<file path="config.mk">
export PLATFORM = sky130hd
export DESIGN_NAME = note_track_gen
export DESIGN_NICKNAME = d
export VERILOG_FILES = /design/src/rtl/note_track_gen.sv
export SDC_FILE = /design/constraint.sdc
export NUM_CORES = 1
export LEC_CHECK = 0
export CAP_MARGIN = 20
export CORE_MARGIN = 4
export CORE_UTILIZATION = 40
export CTS_BUF_LIST = sky130_fd_sc_hd__clkbuf_8
export CTS_CLUSTER_DIAMETER = 80
export CTS_CLUSTER_SIZE = 20
export DETAILED_ROUTE_END_ITERATION = 10
export PLACE_DENSITY_LB_ADDON = 0.05
export SKIP_LAST_GASP = 1
export SYNTH_ARGS = -nofsm -noshare
export SYNTH_HDL_FRONTEND = slang
export SYNTH_SLANG_ARGS = --single-unit
export TNS_END_PERCENT = 100
</file>
<file path="constraint.sdc">
create_clock -name Clk -period 5.7 [get_ports Clk]
set_clock_uncertainty 0.2 [all_clocks]
set_input_delay 0.855 -clock Clk [delete_from_list [all_inputs] [get_ports Clk]]
set_output_delay 0.855 -clock Clk [all_outputs]
set_load 0.02 [all_outputs]
</file>
<file path="src/rtl/note_track_gen.sv">
// ----------------------------------------------------------------------------
// note_track_gen
//
// A scrolling rhythm-game chart. Note rows are queued in a 4-deep FIFO and
// fed into a 15-row, 8-lane chart one row per scroll tick. Row 0 is the top
// of the screen and row 14 is the hit row. A player key press on a lane
// whose hit-row bit is set scores a hit and clears that bit. Bits that
// scroll off the hit row without being hit count as misses. The chart is
// also rendered. For each pixel, is_sr flags whether the pixel lies inside
// a drawn note.
//
// Ports
//   Clk          in   system clock, all state updates on the rising edge
//   Reset        in   synchronous active-high reset, overrides everything
//   start        in   pulse: clear chart/FIFO/scores and (re)enter RUN
//   song_end     in   pulse: no more notes will be pushed (RUN -> DRAIN)
//   scroll_tick  in   pulse: advance the chart by one row (RUN/DRAIN only)
//   note_valid   in   note-row push request
//   note_lanes   in   [7:0] note-row contents, bit k = lane k
//   note_ready   out  push accepted this cycle (FIFO not full)
//   keys         in   [7:0] raw asynchronous lane keys
//   DrawX, DrawY in   [9:0] current pixel coordinates
//   is_sr        out  [7:0] per-lane note-pixel flags (registered)
//   keyTrack     out  [7:0] synchronized key state
//   hit_count    out  [15:0] saturating hit counter
//   miss_count   out  [15:0] saturating miss counter
//   done         out  high in DONE state
// ----------------------------------------------------------------------------
module note_track_gen (
    input  logic        Clk,
    input  logic        Reset,
    input  logic        start,
    input  logic        song_end,
    input  logic        scroll_tick,
    input  logic        note_valid,
    input  logic [7:0]  note_lanes,
    output logic        note_ready,
    input  logic [7:0]  keys,
    input  logic [9:0]  DrawX,
    input  logic [9:0]  DrawY,
    output logic [7:0]  is_sr,
    output logic [7:0]  keyTrack,
    output logic [15:0] hit_count,
    output logic [15:0] miss_count,
    output logic        done
);

    localparam int NUM_ROWS = 15;
    localparam int HIT_ROW  = NUM_ROWS - 1;

    typedef enum logic [1:0] {
        S_IDLE,
        S_RUN,
        S_DRAIN,
        S_DONE
    } state_t;

    // ------------------------------------------------------------------
    // Helpers
    // ------------------------------------------------------------------
    function automatic logic [3:0] popcount8(input logic [7:0] v);
        logic [3:0] n;
        n = '0;
        for (int i = 0; i < 8; i++) begin
            n = n + {3'b000, v[i]};
        end
        return n;
    endfunction

    function automatic logic [15:0] sat_add(input logic [15:0] a, input logic [3:0] b);
        logic [16:0] s;
        s = {1'b0, a} + {13'b0, b};
        return s[16] ? 16'hFFFF : s[15:0];
    endfunction

    // ------------------------------------------------------------------
    // State
    // ------------------------------------------------------------------
    state_t      state_q;
    logic        done_q;

    logic [7:0]  rows_q [NUM_ROWS];
    logic [7:0]  rows_d [NUM_ROWS];

    logic [7:0]  fifo_mem_q [4];
    logic [1:0]  wr_ptr_q, wr_ptr_d;
    logic [1:0]  rd_ptr_q, rd_ptr_d;
    logic [1:0]  wr_addr;
    logic [2:0]  count_q, count_d;

    logic [7:0]  sync1_q;
    logic [7:0]  key_track_q;

    logic [15:0] hit_q, hit_d;
    logic [15:0] miss_q, miss_d;

    logic [7:0]  is_sr_q, is_sr_d;

    // ------------------------------------------------------------------
    // Control decode
    // ------------------------------------------------------------------
    logic       active;
    logic       tick;
    logic       fifo_empty;
    logic       fifo_full;
    logic       push;
    logic       pop;
    logic [7:0] hits;
    logic [7:0] misses;
    logic       rows_zero;

    assign active     = (state_q == S_RUN) || (state_q == S_DRAIN);
    // A start wins over a tick in the same cycle: the chart is being cleared.
    assign tick       = active && scroll_tick && !start;
    assign fifo_empty = (count_q == 3'd0);
    assign fifo_full  = (count_q == 3'd4);
    assign push       = note_valid && !fifo_full;
    assign pop        = tick && !fifo_empty;

    // The edge is detected one stage early (sync1 vs keyTrack), so a hit is
    // scored on the same edge where keyTrack rises.
    assign hits   = (active && !start) ? (sync1_q & ~key_track_q & rows_q[HIT_ROW]) : 8'h00;
    // Hits are resolved first, so a bit hit on a tick edge is not also a miss.
    assign misses = tick ? (rows_q[HIT_ROW] & ~hits) : 8'h00;

    // A start restarts the FIFO at slot 0 and may take a push in the same cycle.
    assign wr_addr = start ? 2'd0 : wr_ptr_q;

    always_comb begin
        rows_zero = 1'b1;
        for (int r = 0; r < NUM_ROWS; r++) begin
            if (rows_q[r] != 8'h00) rows_zero = 1'b0;
        end
    end

    // ------------------------------------------------------------------
    // Chart, FIFO pointers and score next-state
    // ------------------------------------------------------------------
    // NOTE: every signal driven here gets a default first, so no path
    // leaves one unassigned and no latch is inferred.
    always_comb begin
        rows_d   = rows_q;
        wr_ptr_d = wr_ptr_q;
        rd_ptr_d = rd_ptr_q;
        count_d  = count_q;
        hit_d    = hit_q;
        miss_d   = miss_q;

        if (start) begin
            for (int r = 0; r < NUM_ROWS; r++) rows_d[r] = 8'h00;
            wr_ptr_d = push ? 2'd1 : 2'd0;
            rd_ptr_d = 2'd0;
            count_d  = push ? 3'd1 : 3'd0;
            hit_d    = '0;
            miss_d   = '0;
        end else begin
            if (tick) begin
                for (int r = HIT_ROW; r > 0; r--) rows_d[r] = rows_q[r-1];
                rows_d[0] = fifo_empty ? 8'h00 : fifo_mem_q[rd_ptr_q];
            end else begin
                rows_d[HIT_ROW] = rows_q[HIT_ROW] & ~hits;
            end

            wr_ptr_d = wr_ptr_q + {1'b0, push};
            rd_ptr_d = rd_ptr_q + {1'b0, pop};
            count_d  = count_q + {2'b00, push} - {2'b00, pop};
            hit_d    = sat_add(hit_q, popcount8(hits));
            miss_d   = sat_add(miss_q, popcount8(misses));
        end
    end

    // ------------------------------------------------------------------
    // Pixel renderer: one lane is 64 px wide, one row is 32 px tall, and a
    // note is drawn with a 4 px margin inside its cell.
    // ------------------------------------------------------------------
    logic       in_area;
    logic [8:0] x_off;
    logic [2:0] lane;
    logic [7:0] row_bits;

    assign in_area = (DrawX >= 10'd64) && (DrawX <= 10'd575) && (DrawY <= 10'd479);

    always_comb begin
        is_sr_d  = '0;
        row_bits = '0;
        // Inside the area DrawX-64 is 0..511, so nine bits carry it exactly.
        x_off    = DrawX[8:0] - 9'd64;
        lane     = x_off[8:6];
        for (int r = 0; r < NUM_ROWS; r++) begin
            if (DrawY[9:5] == 5'(r)) row_bits = rows_q[r];
        end
        if (in_area &&
            (x_off[5:0] >= 6'd4) && (x_off[5:0] <= 6'd59) &&
            (DrawY[4:0] >= 5'd4) && (DrawY[4:0] <= 5'd27)) begin
            // Screen lane 0 on the left shows note bit 7.
            is_sr_d[3'd7 - lane] = row_bits[3'd7 - lane];
        end
    end

    // ------------------------------------------------------------------
    // FSM
    // ------------------------------------------------------------------
    // NOTE: sequential state uses non-blocking assignments so every flop
    // samples the pre-edge values regardless of statement order.
    always_ff @(posedge Clk) begin
        if (Reset) begin
            state_q <= S_IDLE;
            done_q  <= 1'b0;
        end else if (start) begin
            state_q <= S_RUN;
            done_q  <= 1'b0;
        end else begin
            case (state_q)
                S_IDLE:  state_q <= S_IDLE;
                S_RUN:   if (song_end) state_q <= S_DRAIN;
                S_DRAIN: begin
                    if (fifo_empty && rows_zero) begin
                        state_q <= S_DONE;
                        done_q  <= 1'b1;
                    end
                end
                S_DONE:  state_q <= S_DONE;
                default: begin
                    state_q <= S_IDLE;
                    done_q  <= 1'b0;
                end
            endcase
        end
    end

    // ------------------------------------------------------------------
    // Datapath registers
    // ------------------------------------------------------------------
    always_ff @(posedge Clk) begin
        if (Reset) begin
            for (int r = 0; r < NUM_ROWS; r++) rows_q[r] <= 8'h00;
            wr_ptr_q    <= '0;
            rd_ptr_q    <= '0;
            count_q     <= '0;
            sync1_q     <= '0;
            key_track_q <= '0;
            hit_q       <= '0;
            miss_q      <= '0;
            is_sr_q     <= '0;
        end else begin
            rows_q      <= rows_d;
            wr_ptr_q    <= wr_ptr_d;
            rd_ptr_q    <= rd_ptr_d;
            count_q     <= count_d;
            sync1_q     <= keys;
            key_track_q <= sync1_q;
            hit_q       <= hit_d;
            miss_q      <= miss_d;
            is_sr_q     <= is_sr_d;
        end
    end

    // NOTE: FIFO storage has no reset; the count and pointers alone decide
    // which slots are meaningful, so stale data is never read.
    always_ff @(posedge Clk) begin
        if (!Reset && push) begin
            fifo_mem_q[wr_addr] <= note_lanes;
        end
    end

    // ------------------------------------------------------------------
    // Outputs
    // ------------------------------------------------------------------
    assign note_ready = !fifo_full;
    assign is_sr      = is_sr_q;
    assign keyTrack   = key_track_q;
    assign hit_count  = hit_q;
    assign miss_count = miss_q;
    assign done       = done_q;

endmodule
</file>
## Word level (Yosys, flattened, before mapping)

Memories as Yosys holds them, arrays and structs flattened. A register that Yosys moved wholly into a read port is not among the register bits.
Index checks and enable logic that the tools add are counted.

- Logic and storage cells: 181
- Memories kept: 1
- Output and inout port bits: 50
- Bits in writable memories: 32
- Bits of input ports: 42
- Bits in registers: 186

- Add/sub/neg operators: 22
- Bitwise gates (word level): 7
- Reduce and logical (&&, ||, !) cells: 42
- Magnitude comparators: 9
- Mux-type cells: 52
- Equality and inequality tests: 22

Memory list:

| name | depth | width | rd ports | clocked after Yosys merged registers in | write ports | RTL line | text |
|---|---|---|---|---|---|---|---|
| fifo_mem_q | 4 | 8 | 1 | 1 | 1 | 85 | `logic [7:0] fifo_mem_q [4];` |

Operators with widths:

| operator | count |
|---|---|
| 8-bit 2-to-1 mux | 19 |
| 8-bit nonzero test | 15 |
| 5-bit by 4-bit equality test with 1-bit output, second input constant | 7 |
| 16-bit by 4-bit adder with 17-bit output | 2 |
| 4-bit by 1-bit adder with 4-bit output | 8 |
| 8-bit bitwise AND | 4 |
| 16-bit 2-to-1 mux | 2 |
| 1-bit 2-to-1 mux | 22 |
| 5-bit by 3-bit equality test with 1-bit output, second input constant | 4 |
| 8-bit inverter | 2 |
| 1-bit logical AND | 14 |
| 5-bit by 2-bit equality test with 1-bit output, second input constant | 2 |
| 10-bit by 7-bit greater-or-equal comparator with 1-bit output, second input constant | 1 |
| 10-bit <= comparator, second input constant | 1 |
| 10-bit by 9-bit <= comparator with 1-bit output, second input constant | 1 |
| 2-bit 2-to-1 mux | 5 |
| 9-bit by 7-bit subtractor with 9-bit output, second input constant | 1 |
| 3-bit by 1-bit adder with 4-bit output | 2 |
| 2-bit one-hot mux with 4 select lines | 1 |
| 2-bit by 1-bit adder with 3-bit output | 2 |
| 6-bit by 3-bit greater-or-equal comparator with 1-bit output, second input constant | 1 |
| 6-bit <= comparator, second input constant | 1 |
| 2-bit AND reduction | 3 |
| 5-bit by 1-bit equality test with 1-bit output, second input constant | 1 |
| other kinds (26) | 33 |

## Longest topological paths before layout

- Depth after elaboration: 20
- Gate-level depth with buffers: 22
- Depth with buffers taken out: 20

## Least setup slack after synthesis

No wires, ideal clock.

- Path type: input -> register
- From: input port start
- To: register miss_q[10] (netlist: miss_count[10])
- Required time: 5.367 ns
- Stages on the path: 20
- Buffers on the path: 4
- Path slack: -0.025 ns
- Library setup time: 0.133 ns
- Arrival: 5.393 ns
- Path through: nor2b_1 > clkbuf_1 > nand2_1 > clkbuf_1 > clkbuf_1 > nor2_1 > fa_1 > inv_1 > fa_1 > inv_1 > fa_1 > fa_1 > fa_1 > a21o_1 > a21oi_1 > nor3b_1 > inv_1 > or3_1 > clkbuf_1 > a21oi_1

- Word-level cells in the longest chain between the ends: 15
- Elaborated cells on any way between the ends: 17
- Classes of those cells: 8 x add/sub; 3 x mux; 2 x bitwise; 4 x reduce/logical

Ends and longest elaborated chain:

| element | RTL line | text |
|---|---|---|
| start, declared | 32 | `input logic start,` |
| 1-bit logical NOT | 114, 122 |  |
| 1-bit logical AND | 122 | `assign hits = (active && !start) ? (sync1_q & ~key_track_q & rows_q[HIT_ROW]) : 8'h00;` |
| 8-bit 2-to-1 mux | 122 |  |
| 8-bit inverter | 124 | `assign misses = tick ? (rows_q[HIT_ROW] & ~hits) : 8'h00;` |
| 8-bit bitwise AND | 124 |  |
| 8-bit 2-to-1 mux | 124 |  |
| 1-bit by 1-bit adder with 2-bit output | 65 | `n = n + {3'b000, v[i]};` |
| 2-bit by 1-bit adder with 3-bit output | 65 |  |
| 3-bit by 1-bit adder with 4-bit output | 65 |  |
| 4-bit by 1-bit adder with 4-bit output (4 in a row) | 65 |  |
| 16-bit by 4-bit adder with 17-bit output | 72 | `s = {1'b0, a} + {13'b0, b};` |
| 16-bit 2-to-1 mux | 73 | `return s[16] ? 16'hFFFF : s[15:0];` |
| end signal, assigned | 253 | `miss_q <= miss_d;` |
| end, declared | 95 | `logic [15:0] miss_q, miss_d;` |

Several ways; a longest one is shown, not always the timed one.
A chain may end at the register's enable or synchronous reset.

## Worst setup path after layout

- From: register state_q[1]
- To: register miss_q[15] (netlist: miss_count[15])

- Word-level cells in the longest chain between the ends: 16
- Elaborated cells on any way between the ends: 19
- Classes of those cells: 8 x add/sub; 2 x eq/ne; 3 x mux; 2 x bitwise; 4 x reduce/logical

Ends and longest elaborated chain:

| element | RTL line | text |
|---|---|---|
| start, declared | 79 | `state_t state_q;` |
| start signal, assigned | 207 | `state_q <= S_IDLE;` |
| start signal, assigned | 210 | `state_q <= S_RUN;` |
| start signal, assigned | 214 | `S_IDLE: state_q <= S_IDLE;` |
| 2-bit by 1-bit equality test with 1-bit output / 2-bit equality test (equally long branches) | 112 | `assign active = (state_q == S_RUN) \|\| (state_q == S_DRAIN);` |
| 1-bit logical OR (*) | 112 |  |
| 1-bit logical AND | 122 |  |
| 8-bit 2-to-1 mux | 122 |  |
| 8-bit inverter | 124 |  |
| 8-bit bitwise AND | 124 |  |
| 8-bit 2-to-1 mux (*) | 124 |  |
| 1-bit by 1-bit adder with 2-bit output | 65 |  |
| 2-bit by 1-bit adder with 3-bit output | 65 |  |
| 3-bit by 1-bit adder with 4-bit output | 65 |  |
| 4-bit by 1-bit adder with 4-bit output (3 in a row) | 65 |  |
| 4-bit by 1-bit adder with 4-bit output (*) | 65 |  |
| 16-bit by 4-bit adder with 17-bit output (*) | 72 |  |
| 16-bit 2-to-1 mux (*) | 73 |  |

Every way passes the cells marked *; elsewhere a longest branch is shown, timed or not.

==> flow_metrics.py <==
metrics = {
    "critical_path": {
        "timing.rr.start": "state_q[1]$_SDFFE_PP0P_",
        "crit_path_start_kind": "flip-flop",
        "endpoint_kind": "flip-flop",
        "cp_max_fo": 4,
        "worstPathArrival_ps": 5430,
        "crit_type": "reg -> reg",
        "required_ps": 5930,
        "crit_start": "state_q[1]$_SDFFE_PP0P_",
    },
    "pwr": {
        "powerDensity_nw_per_um2": 221,
        "vdd_drop_max_v": 0.000246,
        "p_int_mw": 1.92,
        "switching_share": 0.257,
        "pwr-share-clk": 0.304,
        "combPwrFrac": 0.085,
        "power.switching_mw": 0.665,
        "seq_power_share": 0.611,
        "p_leak_nw": 3.92,
    },
    "global_route": {
        "grt-ovfl-total": 0,
        "grt_use_met1": 0.293,
        "antenna_found_initial": 0,
        "grt_pass1_vias": 8255,
        "grt_max_degree": 141,
        "grt_first_pass_wirelength_mm": 46.2,
        "met3_usage": 0.0270,
        "busiest_layer": "met2",
        "grtUsageMet2": 0.314,
        "grtUsageTotal": 0.200,
    },
    "cts": {
        "cts_tree": "done",
        "numCtsBuffers": 15,
        "cts_resized": 0,
        "htreeDepth": 1,
        "postCtsSetupRepairBufs": 0,
        "holdBufCountCts": 0,
        "clk_path_buf_depth": 3,
        "clk_pin_slew_ps": 120,
        "clockRootBuffer": "clkbuf_8",
        "insertion_delay_ps": 530,
        "cts.sinks": 218,
    },
    "drt": {
        "route.final.wire_length_mm": 28.8,
        "viasPerCell": 5.45,
        "drc_errors": 0,
        "drtIter0Drc": 617,
        "vias": 8552,
        "wire_per_inst_um": 18.4,
        "dr.pass1.iters": 5,
        "final_antenna_net_count": 0,
    },
    "finish": {
        "postLayoutCellArea_um2": 11700,
        "areaGrowthSynthToFinish_pct": 14.7,
        "fin_nets": 1308,
        "drive_above_1_share": 0.0678,
        "antenna_cells": 0,
        "final_cells": 1569,
    },
    "sta": {
        "hold_viol_final": 0,
        "maxSlewHeadroom": 0.329,
        "fmax_mhz": 192,
        "min_period_ps": 5200,
        "setup_tns_ps": 0,
        "worstMarginPinSlew_ps": 998,
        "slew_violations": 0,
        "period_share": 0.912,
        "rsz0062_at_grt": "no",
        "setup_violations": 0,
    },
    "place": {
        "routabilityCongestion": 0.859,
        "dp_hpwl_mm": 20.1,
        "port_buffers": 87,
        "place_inst": 1546,
        "place_area_um2": 11400,
    },
    "synth": {
        "syn_avg_cell_area_um2": 8.75,
        "synth_top_family_by_area": "simple AND/OR/NAND/NOR gates",
        "synth_top_area_frac": 0.365,
        "postSynthCellCount": 1168,
        "synthMuxAreaShare": 0.0446,
        "synth_fa_ha_area_frac": 0.0485,
        "synth-compound-area-share": 0.154,
        "yosys_warnings": 0,
        "yosysUniqueCellTypes": 77,
        "synth-xor-area-share": 0.0240,
        "ys_top_cells_by_count": "252 x nand2_1, 186 x dfxtp_1, 161 x a21oi_1",
        "synth-seq-cells": 218,
        "synth-async-reset-ratio": 0,
        "synth_seq_area_share": 0.459,
        "synth_nets": 1243,
        "syn-cell-area_um2": 10200,
        "synthTopCellsByArea": "dfxtp_1 36%, edfxtp_1 9.4%, nand2_1 9.3%",
        "synth.most_common_cell": "nand2_1",
        "ys.flop_type": "dfxtp_1",
        "yosys.area_share.simple": 0.229,
        "synth_edf_count": 32,
        "yosysTopAreaCell": "dfxtp_1",
    },
    "floorplanning": {
        "pin_count": 92,
        "die_h_um": 168,
        "die_area_um2": 28200,
        "core_um2": 25200,
        "rows": 58,
        "die_x_um": 168,
        "initial_utilization": 0.406,
    },
    "worst_hold_path": {
        "holdCritStartpoint": "sync1_q[5]$_SDFF_PP0_",
        "hp-class": "reg -> reg",
    },
    "status": {
        "status": "complete, no violations",
    },
    "run": {
        "maxCapViolCount": 0,
    },
}
==> flip-flops by register name, indices dropped and copies added (netlist names) <==
signal,count
count_q,3
miss_count,16
rows_q,120
sync1_q,8
done,1
hit_count,16
is_sr,8
rd_ptr_q,2
fifo_mem_q,32
state_q,2
keyTrack,8
wr_ptr_q,2
==> path summary, 6_finish.rpt <==
check             depth (start not counted)  slack (ps)                        end
hold reg to reg                           1         280     keyTrack[5]$_SDFF_PP0_
setup / recovery                         21         500  miss_count[15]$_SDFF_PP0_
setup reg to reg                         21         500  miss_count[15]$_SDFF_PP0_
hold / removal                            1         280     keyTrack[5]$_SDFF_PP0_
==> logic make-up after synthesis <==
logic type | count (synthesis)
DFF | 218
xor gates and xnor gates | 28
buffers and inverters | 104
AOI/OAI and AO/OA | 261
adders and majority gates | 33
muxes | 31
and+or+nand+nor | 493
==> final cells by class <==
| class | count | area [µm²] |
|---|---|---|
| Clock buffer | 16 | 220 |
| Timing Repair Buffer | 119 | 1110 |
| Fill cell | 2522 | 13500 |
| Clock inverter | 7 | 43.8 |
| Inverter | 33 | 124 |
| Sequential cell | 218 | 4680 |
| Multi-Input combinational cell | 846 | 5110 |
| Tap cell | 330 | 413 |
==> routing by layer <==
layer  share of wire  routed length, µm
met5               0                  0
met4           0.023                663
met3           0.040               1150
met2            0.46              13200
met1            0.48              13800
==> power by group through the flow <==
stage               registers [mW]  logic, mW  clock network [mW]
floorplan                     1.61      0.134                   0
global placement              1.61      0.221                   0
detailed placement            1.61      0.220                   0
CTS                           1.58      0.221               0.825
global route                  1.58      0.240               0.872
finish                        1.58      0.221               0.785
==> layout by cell type (no fill, tap or decap), types with 6 or more instances in the layout <==
master,count
o22ai_1,6
nor2b_1,28
mux2i_1,14
fa_1,11
dfxtp_1,186
nor3_1,18
xnor2_1,14
a22oi_1,11
nor2_1,62
mux4_2,11
ha_1,22
a31oi_1,10
xor2_1,14
nor4_1,35
nand2b_1,13
buf_4,31
nand3_1,23
nand2_1,251
clkbuf_8,16
and3_1,8
clkdlybuf4s50_1,85
o21ai_0,16
nand4b_1,6
edfxtp_1,32
nand4_1,13
inv_1,35
a21oi_1,161
==> per-stage QoR <==
step / worst slack (ps) / power, mW / hold slack, ps / util
after floorplan: 68.8 / 1.75 / 230 / -
after global placement: -21.9 / 1.83 / 254 / 0.455
after detailed placement: -88.5 / 1.83 / 258 / 0.455
after CTS: 468 / 2.62 / 279 / 0.465
after global routing: 135 / 2.69 / 296 / 0.465
final: 500 / 2.58 / 276 / 0.465
==> worst max-delay path: stages (launching register included) <==
cell      delay (ps)
dfxtp_1          410
inv_1             80
ha_1             270
nor2b_1          130
buf_4            140
and4b_1          200
nand2b_1         140
nor2_1            70
fa_1             510
inv_1             60
fa_1             530
inv_1             50
fa_1             500
fa_1             470
fa_1             400
a21o_1           170
a21oi_1          190
nor3b_1          100
inv_1             70
nor2_1            70
nor4bb_1         270
nor3_1            80
Note: power is estimated with default switching activity, not from simulation.
